$ cat config.mk
export PLATFORM = sky130hd
export DESIGN_NAME = regfile_wb_arbiter
export DESIGN_NICKNAME = d
export VERILOG_FILES = /design/src/rtl/regfile_wb_arbiter.sv
export SDC_FILE = /design/constraint.sdc
export NUM_CORES = 1
export LEC_CHECK = 0
export CORE_MARGIN = 8
export CORE_UTILIZATION = 45
export CTS_CLUSTER_DIAMETER = 40
export CTS_CLUSTER_SIZE = 30
export DETAILED_ROUTE_END_ITERATION = 10
export DONT_BUFFER_PORTS = 1
export HOLD_SLACK_MARGIN = 0.06
export PLACE_DENSITY_LB_ADDON = 0.12
export SLEW_MARGIN = 30
export SYNTH_ARGS = -nofsm -noshare
export SYNTH_HDL_FRONTEND = slang
export SYNTH_SLANG_ARGS = --single-unit
$ cat constraint.sdc
create_clock -name clk -period 1.6 [get_ports clk]
set_input_delay 0.08 -clock clk [delete_from_list [all_inputs] [get_ports clk]]
set_output_delay 0.08 -clock clk [all_outputs]
set_load 0.03 [all_outputs]
$ cat src/rtl/regfile_wb_arbiter.sv
// rtl/regfile_wb_arbiter.sv - two-source register-file writeback arbiter with registered write port
// Define WB_RR_EN for round-robin contention resolution; default build gives s0 fixed priority.
module regfile_wb_arbiter #(
    parameter int XLEN = 32
) (
    input  logic            clk,
    input  logic            rst,
    input  logic            s0_valid,
    input  logic [4:0]      s0_rd,
    input  logic [XLEN-1:0] s0_data,
    output logic            s0_ready,
    input  logic            s1_valid,
    input  logic [4:0]      s1_rd,
    input  logic [XLEN-1:0] s1_data,
    output logic            s1_ready,
    output logic            reg_write,
    output logic [4:0]      rd,
    output logic [XLEN-1:0] write_data,
    output logic [15:0]     conflict_cnt
);

    logic            last_grant_q, last_grant_d;
    logic            reg_write_q, reg_write_d;
    logic [4:0]      rd_q, rd_d;
    logic [XLEN-1:0] write_data_q, write_data_d;
    logic [15:0]     conflict_cnt_q, conflict_cnt_d;

    logic            contention;
    logic            prefer_s0;
    logic            grant0;
    logic            grant1;

    assign contention = s0_valid & s1_valid;

`ifdef WB_RR_EN
    // s0 wins a tie only when s1 took the previous grant
    assign prefer_s0 = last_grant_q;
`else
    assign prefer_s0 = 1'b1;
`endif

    // Readies are held low during reset so nothing can transfer into a clearing pipeline
    assign grant0 = ~rst & s0_valid & (~s1_valid | prefer_s0);
    assign grant1 = ~rst & s1_valid & ~grant0;

    assign s0_ready = grant0;
    assign s1_ready = grant1;

    always_comb begin
        reg_write_d    = 1'b0;
        rd_d           = rd_q;
        write_data_d   = write_data_q;
        last_grant_d   = last_grant_q;
        conflict_cnt_d = conflict_cnt_q;

        if (grant0) begin
            reg_write_d  = |s0_rd;
            rd_d         = s0_rd;
            write_data_d = s0_data;
            last_grant_d = 1'b0;
        end else if (grant1) begin
            reg_write_d  = |s1_rd;
            rd_d         = s1_rd;
            write_data_d = s1_data;
            last_grant_d = 1'b1;
        end

        if (contention && (conflict_cnt_q != 16'hFFFF)) begin
            conflict_cnt_d = conflict_cnt_q + 16'd1;
        end
    end

    always_ff @(posedge clk or posedge rst) begin
        if (rst) begin
            reg_write_q    <= 1'b0;
            rd_q           <= 5'd0;
            write_data_q   <= '0;
            last_grant_q   <= 1'b1;
            conflict_cnt_q <= 16'd0;
        end else begin
            reg_write_q    <= reg_write_d;
            rd_q           <= rd_d;
            write_data_q   <= write_data_d;
            last_grant_q   <= last_grant_d;
            conflict_cnt_q <= conflict_cnt_d;
        end
    end

    assign reg_write    = reg_write_q;
    assign rd           = rd_q;
    assign write_data   = write_data_q;
    assign conflict_cnt = conflict_cnt_q;

endmodule
# == Yosys cells after proc, flatten, opt, wreduce, memory -nomap -nowiden ==
# Index checks and enable logic that the tools add are counted.
# totals
elab_cells,22
ff_bits,54
inputBits,78
output_inout_bits,56
# classes
reduce_logical,4
n_eq_ne,1
n_mux,6
n_bitwise,6
addsub,1
# ops
op,n
2-to-1 mux 32 bit,2
adder 16 x 1 -> 16 bit (second input constant),1
!= test 16 bit (second input constant),1
2-to-1 mux 5 bit,2
OR reduction 5 bit,2
AND 1 bit,4
2-to-1 mux 1 bit,2
NOT 1 bit,2
nonzero test 2 bit,1
logical AND 1 bit,1

# == Logic depth before layout (Yosys ltp) ==
# Gate-level depths: netlist (run 1).
# depth
depth_word,6
depth_mapped,6
mapped_depth_nobuf,5

# == Worst setup path after synthesis (run 1) ==
# Ideal clock, no wire load.
# synth_path
path_kind,input to register
startpoint,in rst
endpoint,reg write_data_q[28] (netlist: write_data[28])
t_arrival_ps,2289
setup_time_ps,142
path_slack_ps,-831
path_stages,6
required_time_ps,1458
n_path_buf,2
path_cell_list,clkbuf_1 > inv_1 > o21ai_1 > clkbuf_1 > nand2_1 > o21ai_0
# synth_between
elab_chain_len,5
elab_cells_between_ends,7
classes_between,mux: 1; bitwise: 5; reduce/logical: 1
# synth_rtl
element,line,text
start: declaration,7,"input logic rst,"
NOT 1 bit (*),"43, 44",
AND 1 bit,43,assign grant0 = ~rst & s0_valid & (~s1_valid | prefer_s0);
NOT 1 bit,44,assign grant1 = ~rst & s1_valid & ~grant0;
AND 1 bit,44,
nonzero test 2 bit (no line),-,
end signal: assignment,83,write_data_q <= write_data_d;
end: declaration,25,"logic [XLEN-1:0] write_data_q, write_data_d;"
# Mark *: on every way between the ends. The rest lies on a longest branch, timed or not.
# A chain may end at the register's enable or synchronous reset.

# == Worst setup path in the final report (run 1) ==
# layout_path
startpoint,reg conflict_cnt_q[1] (netlist: conflict_cnt[1])
endpoint,reg conflict_cnt_q[15] (netlist: conflict_cnt[15])
# layout_between
elab_chain_len,2
elab_cells_between_ends,3
classes_between,add/sub: 1; eq/ne: 1; reduce/logical: 1
# layout_rtl
element,line,text
start: declaration,26,"logic [15:0] conflict_cnt_q, conflict_cnt_d;"
start signal: assignment,85,conflict_cnt_q <= conflict_cnt_d;
branches (longest 2 deep; another with adder 16 x 1 -> 16 bit),-,
# Several ways; the timed one is not identified.

==> results of run 1 <==
==> synth_stat cells <==
| library cell | instances | area share, % |
|---|---|---|
| nor4_1 | 1 | 0.24 |
| a21oi_1 | 8 | 1.6 |
| buf_1 | 1 | 0.15 |
| a31oi_1 | 2 | 0.49 |
| buf_2 | 2 | 0.39 |
| o31ai_1 | 1 | 0.29 |
| mux2i_1 | 31 | 12 |
| xnor2_1 | 5 | 1.7 |
| mux2_4 | 1 | 0.59 |
| clkbuf_2 | 1 | 0.20 |
| nand4b_1 | 2 | 0.68 |
| nand4_4 | 1 | 0.83 |
| a22oi_1 | 5 | 1.5 |
| and3_1 | 2 | 0.49 |
| and3b_1 | 1 | 0.34 |
| o21ai_1 | 1 | 0.20 |
| nor2_1 | 4 | 0.59 |
| o21ai_0 | 38 | 7.4 |
| nor3_1 | 5 | 0.98 |
| a21oi_2 | 1 | 0.34 |
| or4_1 | 3 | 0.88 |
| and4_1 | 1 | 0.34 |
| and4bb_2 | 1 | 0.49 |
| clkbuf_1 | 10 | 1.5 |
| buf_4 | 1 | 0.29 |
| inv_1 | 2 | 0.29 |
| nand2_1 | 38 | 5.6 |
| nand4_1 | 3 | 0.73 |
| nand3_1 | 4 | 0.78 |
| nor2b_1 | 7 | 1.7 |
| xor2_1 | 7 | 2.4 |
| dfrtp_1 | 54 | 53 |
| ha_1 | 1 | 0.49 |
| mux2_2 | 1 | 0.44 |
| and4b_1 | 1 | 0.39 |
==> logic make-up (layout without fill, tap and decap cells) <==
logic type | count (synthesis) | after routing | share of synthesized area, %
simple gates | 74 | 74 | 15.0
compound gates | 56 | 56 | 11.8
flops | 54 | 54 | 52.7
mux | 33 | 33 | 13.1
buf+inv | 17 | 115 | 2.78
xor+xnor | 12 | 12 | 4.10
fa+ha+maj | 1 | 1 | 0.488
==> cell type report <==
class / count / share of cell area, %
repair buffers: 105 / 26.3
inverters: 2 / 0.297
multi-input cells: 176 / 32.0
flip-flops and latches: 54 / 36.2
well taps: 72 / 2.38
clock buffers: 8 / 2.91
==> worst register-to-register path, delay by kind of cell, from the launching register on <==
| family | cells | cell delay (ns) |
|---|---|---|
| xor gates and xnor gates | 1 | 0.13 |
| adders and majority gates | 1 | 0.15 |
| DFF | 1 | 0.39 |
| buffers and inverters | 2 | 0.18 |
| and+or+nand+nor | 2 | 0.64 |
==> state kept, by name (all words and copies together) (netlist names) <==
signal and flops:
conflict_cnt 16, rd 5, reg_write 1, write_data 32
==> routing by layer <==
layer / GRT usage [%] / wire (um) / vias up
li1: - / - / 1070
met1: 20.9 / 3090 / 1026
met2: 31.6 / 3860 / 93
met3: 6.91 / 734 / 6
met4: 5.05 / 68 / 0
met5: 0 / 0 / -
==> power by group through the flow <==
stage,combinational (mW),sequential [mW],clock [mW]
6_report,0.997,2.00,0.857
5_1_grt,1.10,2.02,0.927
4_1_cts,0.978,1.99,0.894
2_1_floorplan,0.400,2.15,0
3_3_place_gp,0.742,2.02,0
3_5_place_dp,0.756,2.02,0
==> metrics by stage <==
step                      hold slack (ns)  instance area [sq um]  power [mW]  setup WS, ns
final                             -0.0215                   3790        3.85        0.0204
after global routing               0.0926                   3790        4.04       -0.0142
after CTS                          0.0725                   3750        3.86       0.00574
after detailed placement            0.113                   2860        2.78        0.0333
after global placement              0.113                   2860        2.76        0.0549
after floorplan                     0.219                   2690        2.55        -0.173
==> worst max-delay path by stage <==
stage / endpoint / from / cells after the start
global placement: conflict_cnt[15]$_DFFE_PP0P_ / conflict_cnt[1]$_DFFE_PP0P_ / 6
detailed placement: conflict_cnt[15]$_DFFE_PP0P_ / conflict_cnt[0]$_DFFE_PP0P_ / 6
CTS: conflict_cnt[15]$_DFFE_PP0P_ / conflict_cnt[1]$_DFFE_PP0P_ / 6
finish: conflict_cnt[15]$_DFFE_PP0P_ / conflict_cnt[1]$_DFFE_PP0P_ / 6
floorplan: write_data[28]$_DFFE_PP0P_ / rst / 6
global route: conflict_cnt[9]$_DFFE_PP0P_ / conflict_cnt[1]$_DFFE_PP0P_ / 5
==> repair_timing <==
item / 4_1_cts / 5_1_grt
pin swaps: 0 / 4
setup buffers: 1 / 0
resized for setup: 0 / 16
gates cloned: 0 / 0
setup endpoints to repair: 1 / 14
hold buffers: 77 / 1
hold endpoints to repair: 94 / 1
==> impl_metrics.yaml, run 1 <==
place:
  gp_congestion: 0.744
  place_hpwl_mm: 5.04
  port_buffers: 0
  placed_cells: 332
setup_path:
  start_kind: "register"
  rrSetupSlack_ns: 0.02
  worst_path_max_delay_cell: "or4_4"
  ff2ff_path_depth: 6
  required_ns: 1.82
  end_kind: "register"
  path_buf_inv: 2
  r2r_end: "conflict_cnt[15]$_DFFE_PP0P_"
  max_stage_delay_ns: 0.53
  crit_chain: "ha_4 > inv_2 > or4_4 > buf_6 > nand4b_1 > xnor2_1"
  crit-reg2reg-launch: "conflict_cnt[1]$_DFFE_PP0P_"
  critPathTopFamily: "simple AND/OR/NAND/NOR gates"
  path_max_fanout: 6
  critPathKind: "reg2reg"
  worst-endpoint-arrival_ns: 1.80
finish:
  multi_input_area_sq_um: 1210
  syn_to_final_growth_pct: 47.7
  fin_util_pct: 68.8
  n_antenna_cell: 0
  final_common_cell: "dlygate4sd3_1"
  seq_area_sq_um: 1370
  fin_nets: 423
  fill_cells: 427
  layout-drive-gt1-share_pct: 20.0
  mostFrequentLayoutCells: "dlygate4sd3_1 (76), dfrtp_1 (40), nand2_1 (38), mux2i_1 (31), buf_4 (27)"
  final-instance-count-excl-fill: 417
drt:
  drt_first_pass_iters: 4
  drc: 0
  avgViaCountPerCell: 5.26
  drt-total-wl_mm: 7.75
  drt_iter0_drc: 73
  drtAntennaViolNets: 0
  vias: 2195
  wl_per_cell_um: 18.6
sta:
  hold_ws_ns: -0.0215
  hold_violations: 1
  fin_tns_setup_ns: 0
  timing.slew.headroom_pct: 62.9
  rsz0062_at_grt: "true"
  finalMaxSlewViolations: 0
  finalSetupViolations: 0
  clock.fmax_mhz: 633
  fin_crit_ns: 1.58
  fin_crit_sh_pct: 98.7
  tightest_slew_ns: 0.555
  fin_skew_ns: 0.00993
synth:
  synth-seq-cells: 54
  synthCells: 247
  syn_area_sq_um: 2560
  yosysUniqueCellTypes: 35
  avgSynthCellArea_sq_um: 10.4
  ys_seq_area_share_pct: 52.7
  syn_nets: 326
  ys_warn_count: 0
die:
  die_y_um: 91.5
  die_w_um: 91.5
  rows: 27
  core_sq_um: 5510
  start_util_pct: 46.6
  io-pin-count: 134
  dieArea_sq_um: 8370
cts:
  cts-root-buf: "clkbuf_8"
  cts-buffers-inserted: 5
  cts_htree_levels: 2
  cts.clk_slew.worst_paths_ns: 0.10
  clkLatencyLatePin_ns: 0.30
  cts_tree: "yes"
  clock_path_buffers: 2
  clock_sinks: 54
worst_hold_path:
  worstHoldStart: "s1_rd[2]"
  hold_end: "rd[2]$_DFFE_PP0P_"
  hold_class: "in2reg"
  whs_path_depth: 2
job:
  cap_violations: 0
global_route:
  grt_pass1_wl_mm: 12.7
  grt_max_degree: 55
  grt_usage_pct: 18.4
  antenna_found_initial: 0
  grt_overflow: 0
  grt_pass1_vias: 2436
power_and_ir_drop:
  clkPwrFrac_pct: 22.3
  vdd_drop_max_mv: 0.858
  p_leak_nw: 1.63
  powerDensity_nw_per_um2: 1020
  switching_share_pct: 35.3
  p_seq_share_pct: 51.9
  p_switching_mw: 1.36
  p_comb_share_pct: 25.9
  internal-power_mw: 2.49
status:
  status: "complete, but fails checks"
  violations: "hold timing"
No activity file was read; power rests on OpenSTA's default activity.
==> run 2, diff against run 1 <==
--- a/config.mk
+++ b/config.mk
@@ -5,6 +5,7 @@
 export SDC_FILE = /design/constraint.sdc
 export NUM_CORES = 1
 export LEC_CHECK = 0
+export ABC_AREA = 1
 export CORE_MARGIN = 8
 export CORE_UTILIZATION = 45
 export CTS_CLUSTER_DIAMETER = 40
==> run 2 against run 1 <==
The run now ends clean. Global-route usage is 2.1 points higher. Combinational power is 21% lower. Utilization is 5.1 points lower. Flip-flop and latch count stayed put. Clock power is 7.2% higher. Via count is 30% higher. Synthesized area is 9.7% higher. Die area is 7.9% higher. Highest routed layer unchanged.
==> impl_metrics.yaml, run 2 <==
cts:
  clkLatencyLatePin_ns: 0.31
  cts_tree: "yes"
  post_cts_buffers: 0
  cts-root-buf: "clkbuf_8"
  cts_htree_levels: 2
  clock_sinks: 54
  cts.clk_slew.worst_paths_ns: 0.10
  clock_path_buffers: 2
  cts-buffers-inserted: 5
die:
  core_sq_um: 6200
  dieArea_sq_um: 9030
  die_y_um: 95.0
  io-pin-count: 134
  die_w_um: 95.0
  rows: 29
  start_util_pct: 45.3
finish:
  syn_to_final_growth_pct: 40.5
  final-instance-count-excl-fill: 534
  mostFrequentLayoutCells: "nand2_1 (123), dlygate4sd3_1 (82), dfrtp_1 (52), nor2_1 (49), o21ai_1 (33)"
  largest_reg_flops: 32
  layout-drive-gt1-share_pct: 11.2
  fin_area_sq_um: 3950
  final_common_cell: "nand2_1"
  fin_nets: 534
  fin_util_pct: 63.7
  fill_cells: 507
synth:
  ys_top_cells_by_area: "dfrtp_1 (48%), nand2_1 (16%), a31oi_1 (6.9%)"
  async_flop_share_pct: 100
  avgSynthCellArea_sq_um: 7.83
  yosysUniqueCellTypes: 28
  synth_top_cell_by_area: "dfrtp_1"
  syn_area_sq_um: 2810
  netlist.area_leader.share_pct: 48.1
  synth_flop_cell: "dfrtp_1"
  syn_nets: 438
  synth_edf_count: 0
  synthTopCellsByCount: "nand2_1 (123), dfrtp_1 (54), nor2_1 (50)"
  ys_warn_count: 0
  synth-seq-cells: 54
  synthCells: 359
  synth_most_common_cell: "nand2_1"
  ys_seq_area_share_pct: 48.1
worst_hold_path:
  worstHoldStart: "s1_valid"
  hold_end: "write_data[11]$_DFFE_PP0P_"
  hold_class: "in2reg"
  whs_path_depth: 3
global_route:
  grt_overflow: 0
  grt_usage_pct: 20.5
  grt_max_degree: 75
  grt_pass1_wl_mm: 14.7
  antenna_found_initial: 1
  grt_pass1_vias: 3056
drt:
  drc: 0
  drt_iter0_drc: 151
  drt-total-wl_mm: 9.01
  vias: 2850
  wl_per_cell_um: 16.9
  drtAntennaViolNets: 0
  drt_first_pass_iters: 4
  avgViaCountPerCell: 5.34
setup_path:
  start_kind: "register"
  crit_chain: "ha_1 > nand3_2 > clkinv_2 > nand4_4 > nand2_2 > nand2_1 > nand2_1"
  crit-reg2reg-launch: "conflict_cnt[0]$_DFFE_PP0P_"
  end_kind: "register"
  worst-endpoint-arrival_ns: 1.66
  critPathTopFamily: "simple AND/OR/NAND/NOR gates"
  max_stage_delay_ns: 0.41
  required_ns: 1.80
  critPathKind: "reg2reg"
  path_buf_inv: 1
  path_max_fanout: 11
  worst_path_max_delay_cell: "dfrtp_2"
  r2r_end: "conflict_cnt[14]$_DFFE_PP0P_"
  rrSetupSlack_ns: 0.13
  crit_top_cell: "nand2_1"
  ff2ff_path_depth: 7
sta:
  finalSetupViolations: 0
  hold_ws_ns: 0.0785
  fin_tns_setup_ns: 0
  rsz0062_at_grt: "false"
  clock.fmax_mhz: 682
  finalMaxSlewViolations: 0
  hold_violations: 0
  timing.slew.headroom_pct: 55.1
  tightest_slew_ns: 0.672
  fin_skew_ns: 0.00438
  fin_crit_ns: 1.47
  fin_crit_sh_pct: 91.6
place:
  place_area_sq_um: 3010
  placed_cells: 442
  place_hpwl_mm: 5.87
  gp_congestion: 0.789
  port_buffers: 0
status:
  status: "finished, final reports clean"
power_and_ir_drop:
  vdd_drop_max_mv: 0.681
  powerDensity_nw_per_um2: 928
  p_leak_nw: 1.82
job:
  cap_violations: 0
-- run 2: metrics by stage --
stage	setup WS [ns]	power [mW]
after CTS	0.0778	3.69
after global routing	0.00738	3.85
final	0.134	3.67
after global placement	0.154	2.57
after floorplan	0.0889	2.38
after detailed placement	0.0925	2.58
-- run 2: cells by family after synthesis --
kind of cell             count (synthesis)  synth area share, %
AO/OA/AOI/OAI                           68                 13.8
XOR/XNOR                                 6                 1.87
adder cells (fa/ha/maj)                  1                0.445
buffers and inverters                   28                 4.81
flip-flops                              54                 48.1
AND/OR/NAND/NOR                        202                 31.0
-- run 2: how the worst max path moves through the flow --
stage          slack [ns]                         from                            to  cells after the start
2_1_floorplan        0.09  conflict_cnt[0]$_DFFE_PP0P_   conflict_cnt[7]$_DFFE_PP0P_                      9
3_3_place_gp         0.15  conflict_cnt[0]$_DFFE_PP0P_   conflict_cnt[7]$_DFFE_PP0P_                      9
3_5_place_dp         0.09  conflict_cnt[0]$_DFFE_PP0P_   conflict_cnt[8]$_DFFE_PP0P_                      9
4_1_cts              0.08  conflict_cnt[0]$_DFFE_PP0P_   conflict_cnt[1]$_DFFE_PP0P_                      9
5_1_grt             0.007  conflict_cnt[0]$_DFFE_PP0P_  conflict_cnt[12]$_DFFE_PP0P_                      8
6_report             0.13  conflict_cnt[0]$_DFFE_PP0P_  conflict_cnt[14]$_DFFE_PP0P_                      7
-- run 2: layout make-up --
class                           instances  area (sq um)  area share (%)
Inverter                                9          35.0           0.887
Multi-Input combinational cell        277          1330            33.6
Antenna cell                            1          2.50          0.0633
Tap cell                               77          96.3            2.44
Sequential cell                        54          1350            34.3
Clock buffer                            7          76.3            1.93
Timing Repair Buffer                  108          1030            26.1
Clock inverter                          1          30.0           0.760
-- run 2: worst reg2reg max path: stages (launching register included) --
cell and delay [ns]:
dfrtp_2 0.41, ha_1 0.22, nand3_2 0.12, clkinv_2 0.09, nand4_4 0.16, nand2_2 0.18
nand2_1 0.10, nand2_1 0.07
-- run 2: what timing repair did --
item / in CTS / in global routing
hold buffers: 83 / 0
endpoints found under the hold margin: 92 / 0
gates resized for setup: 0 / 2
endpoints found under the setup margin: 0 / 9
-- run 2: layer usage --
metal  up-vias  track usage [%]  routed length, um
met4         0             8.45                267
met1      1311             23.5               3690
li1       1374                -                  -
met2       141             33.7               4140
met3        24             7.72                909
met5         -                0                  0
-- run 2: power breakdown --
group	total (mW)	internal (mW)	switching [mW]
registers	1.96	1.53	0.431
clock network	0.919	0.469	0.449
logic	0.785	0.363	0.422
total	3.67	2.36	1.30
